[src/rtl/alu_65c02_pkg.sv]
// rtl/alu_65c02_pkg.sv - shared types and helpers for the 65C02 ALU sequencer
// Contents: alu_op_t operation codes, alu_state_t sequencer states,
// op_writes_a() which tells whether an operation's result goes back to A.
package alu_65c02_pkg;

  typedef enum logic [3:0] {
    OP_ADC = 4'd0,
    OP_SBC = 4'd1,
    OP_AND = 4'd2,
    OP_ORA = 4'd3,
    OP_EOR = 4'd4,
    OP_ASL = 4'd5,
    OP_LSR = 4'd6,
    OP_ROL = 4'd7,
    OP_ROR = 4'd8,
    OP_INC = 4'd9,
    OP_DEC = 4'd10,
    OP_CMP = 4'd11,
    OP_BIT = 4'd12
  } alu_op_t;

  typedef enum logic [1:0] {
    ST_IDLE = 2'd0,
    ST_CALC = 2'd1,
    ST_DADJ = 2'd2,
    ST_DONE = 2'd3
  } alu_state_t;

  // CMP, BIT and the undefined codes (13..15) never update A.
  function automatic logic op_writes_a(input logic [3:0] op);
    return (op <= 4'(OP_DEC));
  endfunction

endpackage

[src/rtl/bcd_adjust.sv]
// rtl/bcd_adjust.sv - decimal correction of a binary ADC/SBC result
// Ports:
//   bin_r  in  8  binary result
//   bin_c  in  1  binary carry out (no-borrow for subtract)
//   nib_c  in  1  carry out of the low nibble (no-borrow for subtract)
//   sub    in  1  1 = SBC correction, 0 = ADC correction
//   bcd_r  out 8  corrected result
//   bcd_c  out 1  decimal carry (no-borrow for subtract)
module bcd_adjust (
  input  logic [7:0] bin_r,
  input  logic       bin_c,
  input  logic       nib_c,
  input  logic       sub,
  output logic [7:0] bcd_r,
  output logic       bcd_c
);

  logic       lo_adj;
  logic       hi_adj;
  logic [8:0] sum1;

  always_comb begin
    lo_adj = 1'b0;
    hi_adj = 1'b0;
    sum1   = {bin_c, bin_r};
    bcd_r  = bin_r;
    bcd_c  = bin_c;
    if (sub) begin
      bcd_r = bin_r - (nib_c ? 8'h00 : 8'h06) - (bin_c ? 8'h00 : 8'h60);
      bcd_c = bin_c;
    end else begin
      // The +6 on the low nibble ripples into the high nibble exactly when
      // the decimal low digit overflowed without a binary half carry.
      lo_adj = nib_c || (bin_r[3:0] > 4'd9);
      sum1   = {bin_c, bin_r} + (lo_adj ? 9'h006 : 9'h000);
      hi_adj = (sum1[8:4] > 5'd9);
      bcd_r  = sum1[7:0] + (hi_adj ? 8'h60 : 8'h00);
      bcd_c  = hi_adj;
    end
  end

endmodule

[src/rtl/alu_sequencer_65c02.sv]
// rtl/alu_sequencer_65c02.sv - multi-cycle 65C02 ALU stage feeding the accumulator
// Ports:
//   fclk, reset                  clock, synchronous active-high reset
//   start, op, decimal           request, alu_op_t code, D flag
//   a_in, b_in, carry_in         operands and current C flag
//   busy, result_valid           sequencer status, one-cycle done pulse
//   alu_out                      result, held until next accepted start
//   alu_to_accumulator_xfer      accumulator write strobe
//   n_out, v_out, z_out, c_out   flag results, held with alu_out
module alu_sequencer_65c02
  import alu_65c02_pkg::*;
#(
  parameter int WIDTH = 8
) (
  input  logic             fclk,
  input  logic             reset,
  input  logic             start,
  input  logic [3:0]       op,
  input  logic             decimal,
  input  logic [WIDTH-1:0] a_in,
  input  logic [WIDTH-1:0] b_in,
  input  logic             carry_in,
  output logic             busy,
  output logic             result_valid,
  output logic [WIDTH-1:0] alu_out,
  output logic             alu_to_accumulator_xfer,
  output logic             n_out,
  output logic             v_out,
  output logic             z_out,
  output logic             c_out
);

  alu_state_t state;
  logic [3:0] op_q;
  logic       dec_q;
  logic [7:0] a_q;
  logic [7:0] b_q;
  logic       cin_q;

  logic [7:0] b_eff;
  logic       cy_sel;
  logic [8:0] sum9;
  logic [4:0] lo5;
  logic [7:0] r_n;
  logic       n_n, v_n, z_n, c_n;
  logic [7:0] bcd_r;
  logic       bcd_c;

  // SBC and CMP share the adder with B complemented; CMP forces carry-in.
  always_comb begin
    b_eff  = (op_q == OP_ADC) ? b_q : ~b_q;
    cy_sel = (op_q == OP_CMP) ? 1'b1 : cin_q;
    sum9   = {1'b0, a_q} + {1'b0, b_eff} + {8'd0, cy_sel};
    lo5    = {1'b0, a_q[3:0]} + {1'b0, b_eff[3:0]} + {4'd0, cy_sel};
    r_n    = a_q;
    n_n    = 1'b0;
    v_n    = 1'b0;
    z_n    = 1'b0;
    c_n    = cin_q;
    case (op_q)
      OP_ADC, OP_SBC: begin
        r_n = sum9[7:0];
        c_n = sum9[8];
        v_n = (a_q[7] == b_eff[7]) && (sum9[7] != a_q[7]);
      end
      OP_AND: r_n = a_q & b_q;
      OP_ORA: r_n = a_q | b_q;
      OP_EOR: r_n = a_q ^ b_q;
      OP_ASL: begin r_n = {a_q[6:0], 1'b0};  c_n = a_q[7]; end
      OP_LSR: begin r_n = {1'b0, a_q[7:1]};  c_n = a_q[0]; end
      OP_ROL: begin r_n = {a_q[6:0], cin_q}; c_n = a_q[7]; end
      OP_ROR: begin r_n = {cin_q, a_q[7:1]}; c_n = a_q[0]; end
      OP_INC: r_n = a_q + 8'd1;
      OP_DEC: r_n = a_q - 8'd1;
      OP_CMP: begin r_n = sum9[7:0]; c_n = sum9[8]; end
      OP_BIT: begin
        n_n = b_q[7];
        v_n = b_q[6];
        z_n = ((a_q & b_q) == 8'd0);
      end
      default: ;
    endcase
    // Every defined op except BIT takes N/Z from its own result.
    if (op_q <= 4'(OP_CMP)) begin
      n_n = r_n[7];
      z_n = (r_n == 8'd0);
    end
  end

  // alu_out/c_out hold the binary result while in DADJ; lo5 is recomputed
  // from the still-latched operands, so no half-carry register is needed.
  bcd_adjust u_bcd_adjust (
    .bin_r (alu_out),
    .bin_c (c_out),
    .nib_c (lo5[4]),
    .sub   (op_q == OP_SBC),
    .bcd_r (bcd_r),
    .bcd_c (bcd_c)
  );

  always_ff @(posedge fclk) begin
    if (reset) begin
      state                   <= ST_IDLE;
      op_q                    <= 4'd0;
      dec_q                   <= 1'b0;
      a_q                     <= 8'd0;
      b_q                     <= 8'd0;
      cin_q                   <= 1'b0;
      alu_out                 <= 8'd0;
      n_out                   <= 1'b0;
      v_out                   <= 1'b0;
      z_out                   <= 1'b0;
      c_out                   <= 1'b0;
      busy                    <= 1'b0;
      result_valid            <= 1'b0;
      alu_to_accumulator_xfer <= 1'b0;
    end else begin
      result_valid            <= 1'b0;
      alu_to_accumulator_xfer <= 1'b0;
      case (state)
        ST_IDLE: begin
          if (start) begin
            op_q  <= op;
            dec_q <= decimal;
            a_q   <= a_in;
            b_q   <= b_in;
            cin_q <= carry_in;
            busy  <= 1'b1;
            state <= ST_CALC;
          end
        end
        ST_CALC: begin
          alu_out <= r_n;
          n_out   <= n_n;
          v_out   <= v_n;
          z_out   <= z_n;
          c_out   <= c_n;
          if (dec_q && (op_q == OP_ADC || op_q == OP_SBC)) begin
            state <= ST_DADJ;
          end else begin
            state                   <= ST_DONE;
            result_valid            <= 1'b1;
            alu_to_accumulator_xfer <= op_writes_a(op_q);
          end
        end
        ST_DADJ: begin
          alu_out                 <= bcd_r;
          c_out                   <= bcd_c;
          n_out                   <= bcd_r[7];
          z_out                   <= (bcd_r == 8'd0);
          state                   <= ST_DONE;
          result_valid            <= 1'b1;
          alu_to_accumulator_xfer <= op_writes_a(op_q);
        end
        ST_DONE: begin
          busy  <= 1'b0;
          state <= ST_IDLE;
        end
        default: state <= ST_IDLE;
      endcase
    end
  end

endmodule

[config.mk]
export PLATFORM = sky130hd
export DESIGN_NAME = alu_sequencer_65c02
export DESIGN_NICKNAME = d
export VERILOG_FILES = /design/src/rtl/alu_65c02_pkg.sv /design/src/rtl/bcd_adjust.sv /design/src/rtl/alu_sequencer_65c02.sv
export SDC_FILE = /design/constraint.sdc
export NUM_CORES = 1
export LEC_CHECK = 0
export CAP_MARGIN = 20
export CORE_MARGIN = 1
export CORE_UTILIZATION = 55
export DETAILED_ROUTE_END_ITERATION = 6
export GPL_ROUTABILITY_DRIVEN = 0
export PLACE_DENSITY = 0.84
export REMOVE_ABC_BUFFERS = 1
export SLEW_MARGIN = 20
export SYNTH_ARGS = -nofsm -noshare
export SYNTH_HDL_FRONTEND = slang
export SYNTH_HIERARCHICAL = 1
export SYNTH_SLANG_ARGS = --single-unit
[constraint.sdc]
create_clock -name fclk -period 7.1 [get_ports fclk]
set_clock_uncertainty 0.05 [all_clocks]
set_input_delay 1.42 -clock fclk [delete_from_list [all_inputs] [get_ports fclk]]
set_output_delay 1.42 -clock fclk [all_outputs]
set_load 0.02 [all_outputs]
# Yosys cells after proc, flatten, opt, wreduce, memory -nomap -nowiden
# Cells that the tools add are included.
[word_totals]
out_inout_bits = 15
wordCells = 97
reg_bits = 39
inputBits = 25
[op_classes]
n_reduce_logical = 18
addsub = 10
magnitude_cmp = 4
n_mux = 28
bitwise_logic = 4
n_eq_ne = 19
[ops]
columns = ["op", "count"]
rows = [
  ["one-hot mux 8 bit (10 select lines)", 1],
  ["logical NOT 8 bit", 3],
  ["== test 4 bit (second input constant)", 5],
  ["== test 4 x 3 -> 1 bit (second input constant)", 4],
  ["2-to-1 mux 8 bit", 2],
  ["one-hot mux 8 bit (2 select lines)", 1],
  ["subtractor 8 bit", 2],
  ["2-to-1 mux 7 bit", 2],
  ["one-hot mux 1 bit (2 select lines)", 7],
  ["2-to-1 mux 1 bit", 10],
  ["adder 8 x 8 -> 9 bit", 1],
  ["adder 9 x 1 -> 9 bit", 1],
  ["adder 9 bit", 1],
  ["adder 8 x 1 -> 8 bit (second input constant)", 1],
  ["adder 8 bit", 1],
  ["AND 8 bit", 1],
  ["== test 4 x 2 -> 1 bit (second input constant)", 2],
  ["less-or-equal comparator 4 bit (second input constant)", 2],
  ["inverter 8 bit", 1],
  ["bitwise OR 8 bit", 1],
  ["one-hot mux 2 bit (4 select lines)", 1],
  ["subtractor 8 x 1 -> 8 bit (second input constant)", 1],
  ["bitwise XOR 8 bit", 1],
  ["2-to-1 mux 3 bit", 2],
  ["20 further kinds", 29],
]

# Logic depth before layout (Yosys ltp)
[logic_depth]
ltp_word = 13
ltp_mapped = 32
depth_no_buf = 29

# Cells and area by module
# The synthesis kept the hierarchy.
[by_module_without_submodules]
columns = ["module", "n_inst", "seq_area_each_um2", "cells_each", "area_per_inst_um2"]
rows = [
  ["alu_sequencer_65c02", 1, 780.7, 453, 3423.3],
  ["bcd_adjust", 1, 0.0, 90, 716.9],
]

# Least setup slack after synthesis
# Ideal clock, no wire load.
[synth_timing]
kind = "flip-flop to flip-flop"
startpoint = "register op_q[0]"
endpoint = "register z_out"
n_path_buf = 4
setup_ns = 0.086
required_ns = 6.964
synth_period_minus_slack_ns = 6.205
path_stages_with_launch = 33
t_arrival_ns = 6.068
slack_ns = 0.895
cell_sequence = "dfxtp_1 > buf_6 > buf_8 > buf_2 > buf_1 > nor2_2 > xnor2_1 > fa_1 > inv_1 > fa_1 > nand2b_1 > a21oi_1 > inv_1 > nand2_1 > ha_1 > fa_1 > nand3_2 > a31o_2 > a221oi_2 > nand2_1 > ha_1 > fa_1 > inv_1 > a21oi_1 > o31a_1 > nand3_1 > xnor2_1 > or4_1 > nor3_1 > a22oi_1 > o21ai_0 > inv_1 > a221oi_2"
[synth_via]
elab_chain_len = 13
elab_cells_between_ends = 37
classes_between = "8 x add/sub; 2 x order compare; 12 x eq/ne; 10 x mux; 5 x reduce/logical"
[synth_lines]
columns = ["element", "line", "rtl"]
rows = [
  ["start, declared", "alu_sequencer_65c02.sv:34", "logic [3:0] op_q;"],
  ["start signal, assigned", "alu_sequencer_65c02.sv:123", "op_q <= op;"],
  ["logical NOT 4 bit", "alu_sequencer_65c02.sv:51", "b_eff = (op_q == OP_ADC) ? b_q : ~b_q;"],
  ["2-to-1 mux 8 bit", "alu_sequencer_65c02.sv:51", ""],
  ["adder 4 x 4 -> 5 bit", "alu_sequencer_65c02.sv:54", "lo5 = {1'b0, a_q[3:0]} + {1'b0, b_eff[3:0]} + {4'd0, cy_sel};"],
  ["adder 5 x 1 -> 5 bit (*)", "alu_sequencer_65c02.sv:54", ""],
  ["via lo5[4]", "alu_sequencer_65c02.sv:43", "logic [4:0] lo5;"],
  ["logical OR 1 bit", "bcd_adjust.sv:34", "lo_adj = nib_c || (bin_r[3:0] > 4'd9);"],
  ["2-to-1 mux 3 bit", "bcd_adjust.sv:35", "sum1 = {bin_c, bin_r} + (lo_adj ? 9'h006 : 9'h000);"],
  ["adder 9 bit", "bcd_adjust.sv:35", ""],
  ["greater-than comparator 5 x 4 -> 1 bit", "bcd_adjust.sv:36", "hi_adj = (sum1[8:4] > 5'd9);"],
  ["2-to-1 mux 7 bit", "bcd_adjust.sv:37", "bcd_r = sum1[7:0] + (hi_adj ? 8'h60 : 8'h00);"],
  ["adder 8 bit", "bcd_adjust.sv:37", ""],
  ["2-to-1 mux 8 bit (*)", "bcd_adjust.sv:28", "if (sub) begin"],
  ["via bcd_r[7]", "alu_sequencer_65c02.sv:46", "logic [7:0] bcd_r;"],
  ["logical NOT 8 bit (*)", "alu_sequencer_65c02.sv:150", "z_out <= (bcd_r == 8'd0);"],
  ["one-hot mux 1 bit (2 select lines) (*)", "alu_sequencer_65c02.sv:120", "case (state)"],
  ["end signal, assigned", "alu_sequencer_65c02.sv:136", "z_out <= z_n;"],
  ["end signal, assigned", "alu_sequencer_65c02.sv:150", ""],
  ["end, declared", "alu_sequencer_65c02.sv:29", "output logic z_out,"],
]
# The timed path passes the listed nets; every way through them passes the cells marked *.
# A chain may end at the register's enable or synchronous reset.

# Final worst setup path
[layout_timing]
startpoint = "register op_q[3]"
endpoint = "register z_out"
# The elaborated chain is that of the path after synthesis.

==> impl_metrics.tcl <==
set metrics [dict create \
    tritoncts_clock_tree "yes" \
    die_w_microns 88.76 \
    placedInstanceArea_sq_um 4536 \
    critPathBufInv 5 \
    grt_use_total 0.2913 \
    power-per-cell-area_nw_per_um2 335.7 \
    fin_tns_setup_ns 0 \
    layout.nets 645 \
    antenna_violations_before_repair 0 \
    critical_path.top_delay_family "simple AND/OR/NAND/NOR gates" \
    transition_time_at_the_pin_with_the_least_slew_margin_ns 0.7514 \
    clock_tree.htree_level_count 2 \
    timing.final.crit_share 0.9095 \
    drc_errors 0 \
    grt_first_pass_wirelength_microns 17970 \
    groute.layer.met3.usage 0.04198 \
    dp_hpwl_microns 8060 \
    global_route.peak_usage_layer "met2" \
    setup_repair_after_global_routing_missed_its_margin "no" \
    numPortBuffers 39 \
    starting_density 0.5708 \
    maxCapViolations 0 \
    cpPeakStageDelay_ns 0.45 \
    drt-wirelength-per-cell_microns 16.21 \
    required_ns 7.27 \
    worst_setup_hold_path_clk_slew_ns 0.09 \
    die_h_microns 88.76 \
    final.min_clock_period_ns 6.458 \
    synth_seq_cells 39 \
    synth_top_flop_cell "sky130_fd_sc_hd__dfxtp_1" \
    number_of_instances_in_the_synthesized_netlist 543 \
    grtUsageMet2 0.4895 \
    reg2reg_slack_ns 0.64 \
    cts_made_buffers 5 \
    outcome "complete, no violations" \
    crit_path_max_fanout 8 \
    total_standard_cell_area_after_synthesis_sq_um 4140 \
    edff_count_synth 0 \
    first_global_vias 3842 \
    critical-path-slowest-cell "sky130_fd_sc_hd__or3_1" \
    synthDistinctLibCells 78 \
    floorplan.core_area_sq_um 7253 \
    num_io_pins 40 \
    critical_path.startpoint_type "flip-flop" \
    cts_setup_buffers 0 \
    finalCoreUtilization 0.6386 \
    vias 4156 \
    final_cell_area_sq_um 4632 \
    final_antenna_net_count 0 \
    grt.overflow.total 0 \
    worst-endpoint-arrival_ns 6.63 \
    wl_microns 10810 \
    async_flop_share 0 \
    std_cell_rows 31 \
    fp.dieArea_sq_um 7878 \
    setup-violations-final 0 \
    insertedDiodeCount 0 \
    cts_num_sinks 39 \
    finalHoldViolations 0 \
    use_met1 0.3753 \
    detailedRoute.firstIterationViolations 329 \
    drt_first_pass_iters 5 \
    leakage_power_of_the_design_nw 1.866 \
    final_max_slew_viol_count 0 \
    synthesized_area_per_cell_sq_um 7.625 \
    min_path_type "reg2reg" \
    drive_above_1_share 0.06162 \
    maxClockFrequency_mhz 154.9 \
    grt_max_degree 40 \
    peak_ir_drop_on_the_vdd_network_mv 0.1549 \
    clk_latency_ns 0.31 \
    dp_worst_slack_ns 0.6062 \
    worst_setup_path_end_kind "flip-flop" \
    cts_buffer_depth 2 \
    timing.setup.critical_path_class "reg2reg" \
    timing.final.ws_setup_ns 0.6425 \
    timing.hold.ws_ns 0.4248 \
    avgViaCountPerCell 6.231 \
    slew_headroom 0.4991 \
    yosys_warnings 6 \
    share_of_synthesized_area_occupied_by_flip_flops_and_latches 0.1886 \
    ctsRootBufferMaster "sky130_fd_sc_hd__clkbuf_8" \
    synthToLayoutAreaGrowth_pct 11.88 \
]
## cells in the mapped netlist, drive strengths merged (6+ instances only)
master	n	area (sq um)
nor2	43	163.9
nor3	19	95.09
nor2b	7	43.79
a21oi	48	244.0
nand2	79	296.5
buf	15	115.1
nand3b	6	45.04
nand2b	12	75.07
clkbuf	13	48.80
inv	40	150.1
nand3	6	35.03
a221oi	6	83.83
mux2i	8	80.08
a21o	6	45.04
dfxtp	39	780.8
ha	48	600.6
o21ai	18	90.08
and2	6	38.79
xnor2	18	157.7
## final cells by class
| cell class | count | area [sq um] |
|---|---|---|
| fill | 648 | 2621 |
| sequential | 39 | 780.7 |
| tap | 99 | 123.9 |
| clock inverter | 3 | 23.77 |
| timing repair buffer | 45 | 435.4 |
| clock buffer | 5 | 68.82 |
| inverter | 40 | 150.1 |
| multi-input combinational | 436 | 3049 |
## worst reg2reg max path, delay by kind of cell, from the launching register on
family                     cells  cell delay (ns)
and+or+nand+nor                9             1.88
adders and majority gates      6             1.69
AOI/OAI and AO/OA              8             1.64
buffers and inverters          5             0.56
DFF                            1             0.32
xor gates and xnor gates       2             0.25
## power breakdown
part | switching (mW) | total (mW) | internal [mW]
clock network | 0.0925 | 0.163 | 0.0704
registers | 0.0883 | 0.359 | 0.271
logic | 0.590 | 1.03 | 0.443
## kinds of logic after synthesis
logic type      Yosys count  share of synthesized area
flops                    39                     0.1886
mux                      11                    0.02750
fa+ha+maj                53                     0.1692
buf+inv                  68                    0.07585
compound gates          141                     0.2451
simple gates            208                     0.2451
xor+xnor                 23                    0.04865
## per-layer routing
| metal | up-vias | part of all wire |
|---|---|---|
| met3 | 35 | 0.064 |
| met4 | 0 | 0.029 |
| met1 | 1960 | 0.42 |
| met2 | 180 | 0.48 |
| met5 | - | 0 |
| li1 | 1981 | - |
## layout by cell type, fill, tap and decap left out, types with 5 or more instances in the layout
cell / netlist / layout
sky130_fd_sc_hd__a21oi_1: 47 / 46
sky130_fd_sc_hd__mux2i_1: 8 / 8
sky130_fd_sc_hd__nor3_1: 19 / 19
sky130_fd_sc_hd__nor2_1: 42 / 42
sky130_fd_sc_hd__xnor2_1: 18 / 18
sky130_fd_sc_hd__xor2_1: 5 / 5
sky130_fd_sc_hd__nor2b_1: 7 / 7
sky130_fd_sc_hd__dfxtp_1: 39 / 39
sky130_fd_sc_hd__nand2b_1: 12 / 12
sky130_fd_sc_hd__and2_1: 4 / 5
sky130_fd_sc_hd__fa_1: 5 / 5
sky130_fd_sc_hd__a21o_1: 6 / 6
sky130_fd_sc_hd__a221oi_2: 5 / 5
sky130_fd_sc_hd__nor4_1: 5 / 5
sky130_fd_sc_hd__nand3_1: 5 / 5
sky130_fd_sc_hd__nand2_1: 79 / 79
sky130_fd_sc_hd__o21ai_0: 17 / 16
sky130_fd_sc_hd__inv_1: 40 / 40
sky130_fd_sc_hd__clkbuf_8: 0 / 5
sky130_fd_sc_hd__clkdlybuf4s50_1: 0 / 39
sky130_fd_sc_hd__nand3b_1: 6 / 6
sky130_fd_sc_hd__buf_4: 2 / 6
sky130_fd_sc_hd__ha_1: 48 / 48
## stage by stage
stage               std cells  power [mW]
CTS                       667       1.537
global placement          659       1.335
global route              667       1.685
detailed placement        659       1.370
finish                    667       1.555
floorplan                 515       1.088
## state kept, by name (all words and copies together), names as in the netlist, 2 cells and up
signal and cells:
alu_out 8, state 2, op_q 4, a_q 8
b_q 8
## path summary, 6_finish.rpt
| kind | from | end | cells past startpoint |
|---|---|---|---|
| worst min-delay path | dec_q$_SDFFE_PP0P_ | dec_q$_SDFFE_PP0P_ | 2 |
| worst min register to register | dec_q$_SDFFE_PP0P_ | dec_q$_SDFFE_PP0P_ | 2 |
| worst max-delay path | op_q[3]$_SDFFE_PP0P_ | z_out$_SDFFE_PP0N_ | 30 |
| worst max register to register | op_q[3]$_SDFFE_PP0P_ | z_out$_SDFFE_PP0N_ | 30 |
## what timing repair did
item                                    in CTS  in global routing
hold buffers                                 0                  0
gates resized for setup                      0                  2
endpoints found under the setup margin       0                  1
No activity file was read; power rests on OpenSTA's default activity.
